`src/rtl/sync_fifo_prog.sv`:
```
// Synchronous FIFO with programmable almost-full/almost-empty thresholds and registered read data.
// Optional saturating overflow/underflow event counters when SYNC_FIFO_ERR_CNT_EN is defined.
module sync_fifo_prog #(
  parameter int unsigned FIFO_WIDTH = 16,
  parameter int unsigned FIFO_DEPTH = 8,
  parameter int unsigned AF_LEVEL   = FIFO_DEPTH - 1,
  parameter int unsigned AE_LEVEL   = 1
) (
  input  logic                            clk,
  input  logic                            rst,
  input  logic [FIFO_WIDTH-1:0]           data_in,
  input  logic                            wr_en,
  input  logic                            rd_en,
  input  logic                            flush,
  output logic [FIFO_WIDTH-1:0]           data_out,
  output logic                            rd_valid,
  output logic                            wr_ack,
  output logic                            overflow,
  output logic                            underflow,
  output logic                            full,
  output logic                            empty,
  output logic                            almostfull,
  output logic                            almostempty,
`ifdef SYNC_FIFO_ERR_CNT_EN
  output logic [7:0]                      ovf_cnt,
  output logic [7:0]                      udf_cnt,
`endif
  output logic [$clog2(FIFO_DEPTH+1)-1:0] count
);

  localparam int unsigned PtrW = (FIFO_DEPTH > 1) ? $clog2(FIFO_DEPTH) : 1;
  localparam int unsigned CntW = $clog2(FIFO_DEPTH + 1);

  localparam logic [PtrW-1:0] LastPtr  = PtrW'(FIFO_DEPTH - 1);
  localparam logic [CntW-1:0] DepthCnt = CntW'(FIFO_DEPTH);
  localparam logic [CntW-1:0] AfCnt    = CntW'(AF_LEVEL);
  localparam logic [CntW-1:0] AeCnt    = CntW'(AE_LEVEL);

  logic [FIFO_WIDTH-1:0] mem [FIFO_DEPTH];

  logic [PtrW-1:0]       wr_ptr_q, wr_ptr_d;
  logic [PtrW-1:0]       rd_ptr_q, rd_ptr_d;
  logic [CntW-1:0]       count_q, count_d;
  logic [FIFO_WIDTH-1:0] data_out_q;
  logic                  rd_valid_q, wr_ack_q, overflow_q, underflow_q;
  logic                  wr_acc, rd_acc, ovf_evt, udf_evt;

  assign full        = (count_q == DepthCnt);
  assign empty       = (count_q == '0);
  assign almostfull  = (count_q >= AfCnt) && (count_q < DepthCnt);
  assign almostempty = (count_q != '0) && (count_q <= AeCnt);

  // Acceptance uses current-cycle flags, so a full FIFO can still take a read
  // and an empty one a write in the same cycle; the other side is rejected.
  assign wr_acc  = wr_en & ~full  & ~flush;
  assign rd_acc  = rd_en & ~empty & ~flush;
  assign ovf_evt = wr_en &  full  & ~flush;
  assign udf_evt = rd_en &  empty & ~flush;

  always_comb begin
    wr_ptr_d = wr_ptr_q;
    rd_ptr_d = rd_ptr_q;
    count_d  = count_q;
    if (flush) begin
      wr_ptr_d = '0;
      rd_ptr_d = '0;
      count_d  = '0;
    end else begin
      if (wr_acc) wr_ptr_d = (wr_ptr_q == LastPtr) ? '0 : wr_ptr_q + PtrW'(1);
      if (rd_acc) rd_ptr_d = (rd_ptr_q == LastPtr) ? '0 : rd_ptr_q + PtrW'(1);
      unique case ({wr_acc, rd_acc})
        2'b10:   count_d = count_q + CntW'(1);
        2'b01:   count_d = count_q - CntW'(1);
        default: count_d = count_q;
      endcase
    end
  end

  always_ff @(posedge clk or posedge rst) begin
    if (rst) begin
      wr_ptr_q    <= '0;
      rd_ptr_q    <= '0;
      count_q     <= '0;
      data_out_q  <= '0;
      rd_valid_q  <= 1'b0;
      wr_ack_q    <= 1'b0;
      overflow_q  <= 1'b0;
      underflow_q <= 1'b0;
    end else begin
      wr_ptr_q    <= wr_ptr_d;
      rd_ptr_q    <= rd_ptr_d;
      count_q     <= count_d;
      if (rd_acc) data_out_q <= mem[rd_ptr_q];
      rd_valid_q  <= rd_acc;
      wr_ack_q    <= wr_acc;
      overflow_q  <= ovf_evt;
      underflow_q <= udf_evt;
    end
  end

  // Storage is deliberately not reset.
  always_ff @(posedge clk) begin
    if (wr_acc) mem[wr_ptr_q] <= data_in;
  end

  assign data_out  = data_out_q;
  assign rd_valid  = rd_valid_q;
  assign wr_ack    = wr_ack_q;
  assign overflow  = overflow_q;
  assign underflow = underflow_q;
  assign count     = count_q;

`ifdef SYNC_FIFO_ERR_CNT_EN
  logic [7:0] ovf_cnt_q, udf_cnt_q;

  always_ff @(posedge clk or posedge rst) begin
    if (rst) begin
      ovf_cnt_q <= '0;
      udf_cnt_q <= '0;
    end else if (flush) begin
      ovf_cnt_q <= '0;
      udf_cnt_q <= '0;
    end else begin
      if (ovf_evt && ovf_cnt_q != 8'hFF) ovf_cnt_q <= ovf_cnt_q + 8'd1;
      if (udf_evt && udf_cnt_q != 8'hFF) udf_cnt_q <= udf_cnt_q + 8'd1;
    end
  end

  assign ovf_cnt = ovf_cnt_q;
  assign udf_cnt = udf_cnt_q;
`endif

endmodule
```
`config.mk`:
```
export PLATFORM = sky130hd
export DESIGN_NAME = sync_fifo_prog
export DESIGN_NICKNAME = d
export VERILOG_FILES = /design/src/rtl/sync_fifo_prog.sv
export SDC_FILE = /design/constraint.sdc
export NUM_CORES = 1
export LEC_CHECK = 0
export BUFFER_PORTS_ARGS = -buffer_cell sky130_fd_sc_hd__clkbuf_2
export CAP_MARGIN = 20
export CELL_PAD_IN_SITES_DETAIL_PLACEMENT = 2
export CELL_PAD_IN_SITES_GLOBAL_PLACEMENT = 2
export CORE_ASPECT_RATIO = 0.6
export CORE_MARGIN = 3
export CORE_UTILIZATION = 41
export DETAILED_ROUTE_END_ITERATION = 10
export PLACE_DENSITY_LB_ADDON = 0.2
export SKIP_LAST_GASP = 1
export SLEW_MARGIN = 15
export SYNTH_ARGS = -nofsm -noshare
export SYNTH_HDL_FRONTEND = slang
export SYNTH_SLANG_ARGS = --single-unit
```
`constraint.sdc`:
```
create_clock -name clk -period 2.6 [get_ports clk]
set_input_delay 0.13 -clock clk [delete_from_list [all_inputs] [get_ports clk]]
set_output_delay 0.13 -clock clk [all_outputs]
set_load 0.02 [all_outputs]
```
==> run_results.csv, run 1 <==
group,metric,value,unit
clocking,clk_path_buf_depth,2,
routing,routed_wl,15400,um
clocking,postCtsSetupBuffers,0,
timing,finalCriticalPeriod,2.31,ns
logic_synthesis,synthTopCellsByArea,"edfxtp_1 (62%), dfrtp_1 (12%), mux4_2 (12%), mux2i_1 (2.9%), a21oi_1 (1.9%)",
critical_path,critical_path.max_fanout,16,
power,leakagePower,2.57,nW
cells_and_area,utilization,50.4,%
routing,wl_per_cell,25.2,um
critical_path,reg2reg_depth,7,
routing,ant_nets,0,
power,peakVddDrop,442,uV
die,die_w,165,um
logic_synthesis,synth_top_family_by_area,"multiplexers",
grt,antenna_found_initial,0,
critical_path,worstSetupStartpointType,"flip-flop",
grt,grt_max_degree,35,
logic_synthesis,yosys.area_share.simple,4.88,%
timing,relSlewSlack,38.9,%
clocking,numCtsBuffers,17,
cells_and_area,areaGrowthSynthToFinish,19.4,%
clocking,insertion_delay,0.41,ns
die,dieArea,16600,sq um
timing,worst_slack,0.291,ns
critical_path,r2r-start,"count[0]",
hold_path,hp-class,"input pin to flip-flop",
placed_design,gp_congestion,0.769,
logic_synthesis,ys_warn_count,0,
logic_synthesis,syn_avg_cell_area,18.5,sq um
run_status,status,"finished, final reports clean",
routing,first_iter_violations,224,
die,die_y,101,um
logic_synthesis,syn_nets,363,
hold_path,hold_start,"data_in[10]",
clocking,path_clk_slew,0.07,ns
die,core_area,14600,sq um
critical_path,criticalPathCategory,"flip-flop to flip-flop",
timing,rsz0062_at_grt,"no",
timing,hold_violations,0,
routing,drc,0,
timing,min_period_over_period,88.8,%
timing,final.setup.tns,0,ns
clocking,tritoncts,"yes",
die,core.rowCount,34,
die,start_util,42.2,%
timing,fin_worst_skew,0.0107,ns
logic_synthesis,yosysTopAreaCellShare,62.2,%
critical_path,arrival,2.39,ns
critical_path,end_kind,"flip-flop",
placed_design,io_buffers,48,
logic_synthesis,synth_area,6180,sq um
power,p_per_area,1040,nW/um^2
die,num_io_pins,49,
clocking,htreeDepth,4,
logic_synthesis,synth-seq-cells,158,
logic_synthesis,synthXorXnorAreaFrac,0.425,%
routing,via_per_inst,5.34,
clocking,clockRootBuffer,"clkbuf_16",
routing,drt-pass1-iter-count,4,
timing,maxSlewViolCount,0,
timing,clock.fmax,0.433,GHz
grt,grt-ovfl-total,0,
logic_synthesis,syn_inst,334,
logic_synthesis,ys_types,29,
logic_synthesis,synth_largest_area_cell,"edfxtp_1",
critical_path,cp.required,2.68,ns
grt,grt_usage,20.0,%
logic_synthesis,synth.area.mux_share,14.8,%
cells_and_area,fillCellCount,1341,
logic_synthesis,synthAdderAreaFrac,1.62,%
timing,tightestPinTransition,0.916,ns
critical_path,crit_start,"count[0]",
grt,grt_pass1_wl,23800,um
grt,grt_pass1_vias,3688,
hold_path,whs_path_depth,1,
cells_and_area,nets,428,
cells_and_area,layout-drive-gt1-share,31.3,%
cells_and_area,diodes,0,
placed_design,hpwlAfterDp,9580,um
logic_synthesis,ys_seq_area_share,74.3,%
job,max-cap-violations,0,
placed_design,pre_cts_slack,0.317,ns
routing,vias,3258,
logic_synthesis,synth-compound-area-share,2.59,%
timing,setup_viol,0,
clocking,cts_sinks,158,
[cell type report]
| class | instances | area, sq um | share of cell area (%) |
|---|---|---|---|
| Tap cell | 198 | 248 | 3.36 |
| Clock inverter | 13 | 210 | 2.85 |
| Multi-Input combinational cell | 155 | 1510 | 20.5 |
| Inverter | 5 | 18.8 | 0.254 |
| Sequential cell | 158 | 4600 | 62.3 |
| Clock buffer | 19 | 433 | 5.87 |
| Timing Repair Buffer | 62 | 360 | 4.88 |
[cells by family (layout without fill, tap and decap cells)]
family / Yosys count / count (layout)
DFF: 158 / 158
adders and majority gates: 8 / 8
muxes: 51 / 51
and+or+nand+nor: 65 / 65
buffers and inverters: 21 / 99
AOI/OAI and AO/OA: 28 / 28
xor gates and xnor gates: 3 / 3
[power breakdown]
group / switching, W / leakage (nW) / internal [W]
Combinational: 0.00108 / 0.750 / 0.000753
Sequential: 0.000140 / 1.52 / 0.00294
Clock: 0.00103 / 0.298 / 0.00171
[path summary, 6_finish.rpt]
path | end | slack (ns)
min in group asynchronous | underflow | 0.45
setup / recovery | mem[5][9] | 0.29
hold / removal | mem[0][10] | 0.01
max in group asynchronous | data_out[9] | 1.41
hold reg to reg | data_out[15] | 0.53
setup reg to reg | mem[5][9] | 0.29
[state kept, by name, indices dropped and copies added (netlist names)]
register   count
overflow       1
data_out      16
underflow      1
mem          128
rd_valid       1
rd_ptr_q       3
wr_ack         1
wr_ptr_q       3
count          4
[synthesized netlist by cell type (all sizes together)]
cell type / n
nor2: 32
and3b: 1
nor3: 3
clkbuf: 10
edfxtp: 128
or3b: 1
mux2i: 18
dfrtp: 30
a21oi: 24
nand2: 11
a211oi: 2
xnor2: 1
nor4: 1
mux2: 1
o211ai: 1
ha: 8
nand4b: 1
nor2b: 2
mux4: 32
o21ai: 1
nand3: 4
nand2b: 6
buf: 6
nor3b: 1
inv: 5
or3: 2
xor2: 2
[through the flow]
stage | power (W) | instance area, sq um | hold WS, ns | cells
6_report | 0.00766 | 7380 | 0.0150 | 610
3_3_place_gp | 0.00489 | 6730 | 0.348 | 577
2_1_floorplan | 0.00437 | 6190 | 0.221 | 334
3_5_place_dp | 0.00498 | 6730 | 0.362 | 577
4_1_cts | 0.00777 | 7380 | 0.00366 | 610
5_1_grt | 0.00801 | 7380 | 0.0113 | 610
[layer usage]
metal	track usage, %	up-vias	routed length [um]
met2	32.7	61	7680
met4	4.57	0	40
li1	-	1427	-
met5	0	-	0
met3	3.94	4	442
met1	28.3	1766	7220
[placed cells by master (no fill, tap or decap), types with 2 or more instances in the layout]
cell type	Yosys	routed
mux4_2	32	32
nand2_1	11	11
buf_4	0	12
bufinv_16	0	5
inv_6	0	3
mux2i_1	18	18
nor3_2	0	2
ha_1	8	8
inv_1	4	4
a21oi_1	24	24
clkbuf_2	0	48
nor2b_1	2	2
clkbuf_16	0	17
nor2_1	32	31
xor2_1	2	2
clkinvlp_4	0	4
clkbuf_1	10	2
nand3_1	4	4
nand2b_1	6	6
dfrtp_1	30	29
edfxtp_1	128	128
or3_1	2	2
[worst max-delay path: stages (launching register included)]
cell and delay, ns:
dfrtp_1 0.45, inv_1 0.13, ha_1 0.27, nor2b_1 0.18, a21oi_1 0.28, nand2_1 0.18, nor2_1 0.15, buf_4 0.33
[what timing repair did]
action / 4_1_cts / 5_1_grt
endpoints found under the setup margin: 0 / 0
gates resized for setup: 0 / 0
hold buffers: 1 / 0
hold endpoints to repair: 19 / 0
Power figures use the tool's default switching activity.
==> run 2: changes to the inputs <==
- PLACE_DENSITY_LB_ADDON: 0.2 -> 0.3
==> run_results.csv, run 2 (same netlist as run 1, synthesis figures left out) <==
group,metric,value,unit
placed_design,dp_cells,579,
timing,min_period_over_period,91.2,%
timing,rsz0062_at_grt,"no",
clocking,clockRootBuffer,"clkbuf_16",
critical_path,end_kind,"flip-flop",
cells_and_area,areaGrowthSynthToFinish,19.0,%
timing,tightestPinTransition,0.808,ns
critical_path,criticalPathCategory,"flip-flop to flip-flop",
run_status,status,"finished, final reports clean",
routing,wl_per_cell,24.3,um
clocking,htreeDepth,4,
clocking,clk_path_buf_depth,2,
timing,setup_viol,0,
routing,first_iter_violations,259,
placed_design,hpwlAfterDp,9540,um
placed_design,pre_cts_slack,0.300,ns
cells_and_area,diodes,0,
job,max-cap-violations,0,
clocking,tritoncts,"yes",
grt,grt_pass1_wl,23500,um
power,leakagePower,2.58,nW
timing,maxSlewViolCount,0,
die,die_w,165,um
timing,clock.fmax,0.422,GHz
grt,antenna_found_initial,0,
critical_path,arrival,2.46,ns
cells_and_area,largest_reg_flops,128,
timing,finalCriticalPeriod,2.37,ns
hold_path,hp-class,"input pin to flip-flop",
timing,worst_slack,0.228,ns
placed_design,placed_area,6740,sq um
cells_and_area,final_area,7360,sq um
cells_and_area,layout.cells.non_filler,615,
power,p_sw,0.00220,W
power,power.share.sequential,42.7,%
timing,fin_worst_skew,0.0135,ns
timing,hold-worst-slack,0.00430,ns
power,p_comb_share,24.5,%
clocking,numCtsBuffers,17,
grt,grt_max_degree,35,
cells_and_area,final_common_cell,"edfxtp_1",
cells_and_area,multiInputGateArea,1510,sq um
timing,final.setup.tns,0,ns
grt,grt-ovfl-total,0,
die,num_io_pins,49,
die,dieArea,16600,sq um
clocking,path_clk_slew,0.07,ns
power,power_frac_clock,32.8,%
die,core_area,14600,sq um
cells_and_area,fillCellCount,1327,
routing,routed_wl,14900,um
power,switching_share,30.0,%
die,start_util,42.2,%
grt,grt_usage,19.6,%
clocking,cts_sinks,158,
die,core.rowCount,34,
cells_and_area,seq_area,4600,sq um
critical_path,cp.required,2.68,ns
cells_and_area,largest_register,"mem",
power,p_per_area,995,nW/um^2
routing,drc,0,
cells_and_area,layout_common_cells,"edfxtp_1 (128), clkbuf_2 (48), mux4_2 (32)",
clocking,insertion_delay,0.41,ns
routing,vias,3276,
routing,drt-pass1-iter-count,5,
routing,via_per_inst,5.33,
critical_path,critical_path.max_fanout,16,
die,die_y,101,um
placed_design,gp_congestion,0.752,
placed_design,io_buffers,48,
timing,relSlewSlack,46.1,%
clocking,postCtsSetupBuffers,0,
routing,ant_nets,0,
critical_path,worstSetupStartpointType,"flip-flop",
clocking,cts_resized,0,
cells_and_area,layout-drive-gt1-share,31.7,%
grt,grt_pass1_vias,3733,
cells_and_area,nets,433,
timing,hold_violations,0,
power,p_int,0.00512,W
power,peakVddDrop,458,uV
## run 2: routing by layer
| metal | wire length [um] | GRT usage (%) | vias up |
|---|---|---|---|
| li1 | - | - | 1443 |
| met1 | 6850 | 27.3 | 1739 |
| met2 | 7270 | 31.8 | 81 |
| met3 | 720 | 4.68 | 13 |
| met4 | 100 | 4.45 | 0 |
| met5 | 0 | 0 | - |
## run 2: area by class of cell
type                            instances  share of cell area, %
Inverter                                5                  0.255
Timing Repair Buffer                   67                   5.51
Tap cell                              198                   3.37
Clock inverter                          8                  0.697
Sequential cell                       158                   62.5
Multi-Input combinational cell        155                   20.6
Clock buffer                           24                   7.13
## run 2: power groups by stage
stage | registers [W] | logic, W | clock network [W]
floorplan | 0.00328 | 0.00109 | 0
global placement | 0.00316 | 0.00172 | 0
detailed placement | 0.00318 | 0.00181 | 0
CTS | 0.00314 | 0.00183 | 0.00246
global route | 0.00317 | 0.00196 | 0.00256
finish | 0.00313 | 0.00179 | 0.00240
## run 2: worst max-delay path, cell delays in order, from the launching register on
cell and delay [ns]:
dfrtp_1 0.46, inv_1 0.13, ha_1 0.28, nor2b_1 0.19
a21oi_1 0.27, nand2b_1 0.19, nor2_1 0.18, buf_4 0.32
## run 2: timing repair
item | CTS | global route
hold buffers | 4 | 0
hold endpoints to repair | 47 | 0
endpoints found under the setup margin | 0 | 0
## run 2: final timing paths
check	start	endpoint	slack (ns)	cells past startpoint
setup / recovery	count[0]	mem[4][6]	0.23	7
hold / removal	data_in[13]	mem[6][13]	0.004	1
setup reg to reg	count[0]	mem[4][6]	0.23	7
hold reg to reg	data_out[7]	data_out[7]	0.53	2
max in group asynchronous	rst	rd_ptr_q[0]	1.88	4
min in group asynchronous	rst	data_out[13]	0.37	4
## run 2: per-stage QoR
step | util [%] | power, W
after floorplan | - | 0.00437
after global placement | 46.1 | 0.00488
after detailed placement | 46.1 | 0.00500
after CTS | 50.3 | 0.00743
after global routing | 50.3 | 0.00769
final | 50.3 | 0.00732
==> run 3: changes to the inputs <==
- CAP_MARGIN: 20 -> unset
- CORE_UTILIZATION: 41 -> 35
==> run_results.csv, run 3 (same netlist as run 1, synthesis figures left out) <==
group,metric,value,unit
routing,via_per_inst,5.07,
placed_design,dp_cells,609,
critical_path,critical_path.slowest_cell,"dfrtp_1",
critical_path,ff2ff_setup_slack,0.30,ns
routing,dr_wl_met3,667,um
routing,dr.max_layer_used,"met4",
grt,grt_max_degree,34,
critical_path,worstSetupStartpointType,"flip-flop",
grt,grt_pass1_vias,3724,
routing,ant_nets,0,
timing,clock.fmax,0.435,GHz
grt,grt_usage,16.6,%
grt,antenna_found_initial,0,
critical_path,criticalPathCategory,"flip-flop to flip-flop",
timing,maxSlewViolCount,0,
cells_and_area,nets,430,
routing,wl_met1,6890,um
timing,hold_violations,0,
routing,drt-pass1-iter-count,4,
clocking,clockRootBuffer,"clkbuf_16",
clocking,insertion_delay,0.41,ns
routing,vias,3257,
clocking,cts_sinks,158,
power,leakagePower,2.58,nW
critical_path,critical_path.max_fanout,16,
cells_and_area,fillCellCount,1624,
cells_and_area,largest_reg_flops,128,
placed_design,io_buffers,48,
cells_and_area,diodes,0,
hold_path,hp-class,"input pin to flip-flop",
routing,wl_per_cell,23.5,um
timing,finalCriticalPeriod,2.30,ns
power,p_per_area,1020,nW/um^2
cells_and_area,layout_common_cells,"edfxtp_1 (128), clkbuf_2 (48), mux4_2 (32)",
power,p_sw,0.00218,W
cells_and_area,final_common_cell,"edfxtp_1",
clocking,tritoncts,"yes",
cells_and_area,largest_register,"mem",
power,power_frac_clock,34.9,%
grt,grt-ovfl-total,0,
cells_and_area,layout-drive-gt1-share,31.4,%
clocking,postCtsSetupBuffers,0,
timing,min_period_over_period,88.4,%
power,p_int,0.00536,W
die,core.rowCount,36,
critical_path,end_kind,"flip-flop",
die,num_io_pins,49,
run_status,status,"finished, final reports clean",
critical_path,path_cells,"inv_1 > ha_1 > nor2b_1 > a21oi_1 > nand2b_1 > nor2_1 > buf_4",
timing,relSlewSlack,39.0,%
timing,final.setup.tns,0,ns
routing,drc,0,
clocking,htreeDepth,4,
die,dieArea,19300,sq um
die,core_area,16800,sq um
clocking,path_clk_slew,0.06,ns
die,die_y,109,um
routing,first_iter_violations,256,
clocking,numCtsBuffers,17,
power,switching_share,29.0,%
cells_and_area,areaGrowthSynthToFinish,20.0,%
timing,fin_worst_skew,0.0103,ns
timing,rsz0062_at_grt,"no",
critical_path,cp.required,2.67,ns
placed_design,hpwlAfterDp,9720,um
grt,grt_pass1_wl,23200,um
cells_and_area,layout.cells.non_filler,642,
critical_path,arrival,2.37,ns
power,p_comb_share,23.3,%
power,power.share.sequential,41.8,%
power,peakVddDrop,521,uV
critical_path,slowest_delay,0.45,ns
routing,routed-wl-met2,7470,um
timing,tightestPinTransition,0.913,ns
timing,setup_viol,0,
routing,routed_wl,15100,um
placed_design,gp_congestion,0.753,
clocking,clk_path_buf_depth,2,
die,die_w,178,um
die,start_util,36.9,%
job,max-cap-violations,0,
## run 3: changes by cell type in the layout (fill, tap and decap cells not counted)
| cell | before | now |
|---|---|---|
| clkinv_4 | 2 | 3 |
| buf_6 | 0 | 1 |
| bufinv_16 | 0 | 4 |
| clkbuf_16 | 19 | 17 |
| clkinvlp_4 | 0 | 1 |
| buf_4 | 14 | 13 |
| clkbuf_8 | 3 | 2 |
| dlygate4sd3_1 | 4 | 1 |
| clkinv_2 | 3 | 1 |
| inv_4 | 3 | 0 |
| clkinv_1 | 0 | 2 |
## run 3: stage by stage
step	utilization, %	setup slack [ns]	hold slack, ns	instance area (sq um)	total power, W
6_report	44.3	0.302	0.0136	7420	0.00754
5_1_grt	44.3	0.0166	0.0285	7420	0.00794
4_1_cts	44.3	0.233	0.00236	7410	0.00765
3_5_place_dp	40.4	0.250	0.374	6780	0.00500
3_3_place_gp	40.4	0.514	0.350	6780	0.00490
2_1_floorplan	-	0.110	0.221	6190	0.00437
## run 3: area by class of cell
class | instances | area (sq um) | area share (%)
Clock inverter | 11 | 166 | 2.24
Tap cell | 228 | 285 | 3.85
Clock buffer | 21 | 460 | 6.21
Multi-Input combinational cell | 155 | 1510 | 20.4
Sequential cell | 158 | 4600 | 61.9
Timing Repair Buffer | 64 | 379 | 5.11
Inverter | 5 | 18.8 | 0.253
## run 3: worst max-delay path: cells and delay by family (launching register included)
| kind | cells | cell delay [ns] |
|---|---|---|
| adder cells (fa/ha/maj) | 1 | 0.26 |
| flip-flops | 1 | 0.45 |
| AND/OR/NAND/NOR | 3 | 0.49 |
| buffers and inverters | 2 | 0.49 |
| AO/OA/AOI/OAI | 1 | 0.28 |
## run 3: worst paths after layout
| kind | cells past startpoint | end | startpoint |
|---|---|---|---|
| min reg2reg | 2 | data_out[13] | data_out[13] |
| min | 1 | mem[4][7] | data_in[7] |
| max reg2reg | 7 | mem[6][5] | count[0] |
| max in group asynchronous | 4 | data_out[7] | rst |
| max | 7 | mem[6][5] | count[0] |
| min in group asynchronous | 3 | underflow | rst |
## run 3: repair_timing
item	4_1_cts	5_1_grt
hold buffers	1	0
endpoints found under the hold margin	18	0
setup endpoints to repair	0	13
resized for setup	0	1
## run 3: power by group through the flow
stage	registers, W	logic [W]	clock network [W]
5_1_grt	0.00320	0.00193	0.00281
6_report	0.00316	0.00175	0.00263
4_1_cts	0.00317	0.00179	0.00269
2_1_floorplan	0.00328	0.00109	0
3_3_place_gp	0.00319	0.00172	0
3_5_place_dp	0.00322	0.00178	0
## run 3: layer usage
layer  vias to the layer above  global-route usage (%)
met3                         6                    3.48
met1                      1753                    22.8
met4                         0                    3.70
met5                         -                       0
met2                        66                    27.5
li1                       1432                       -
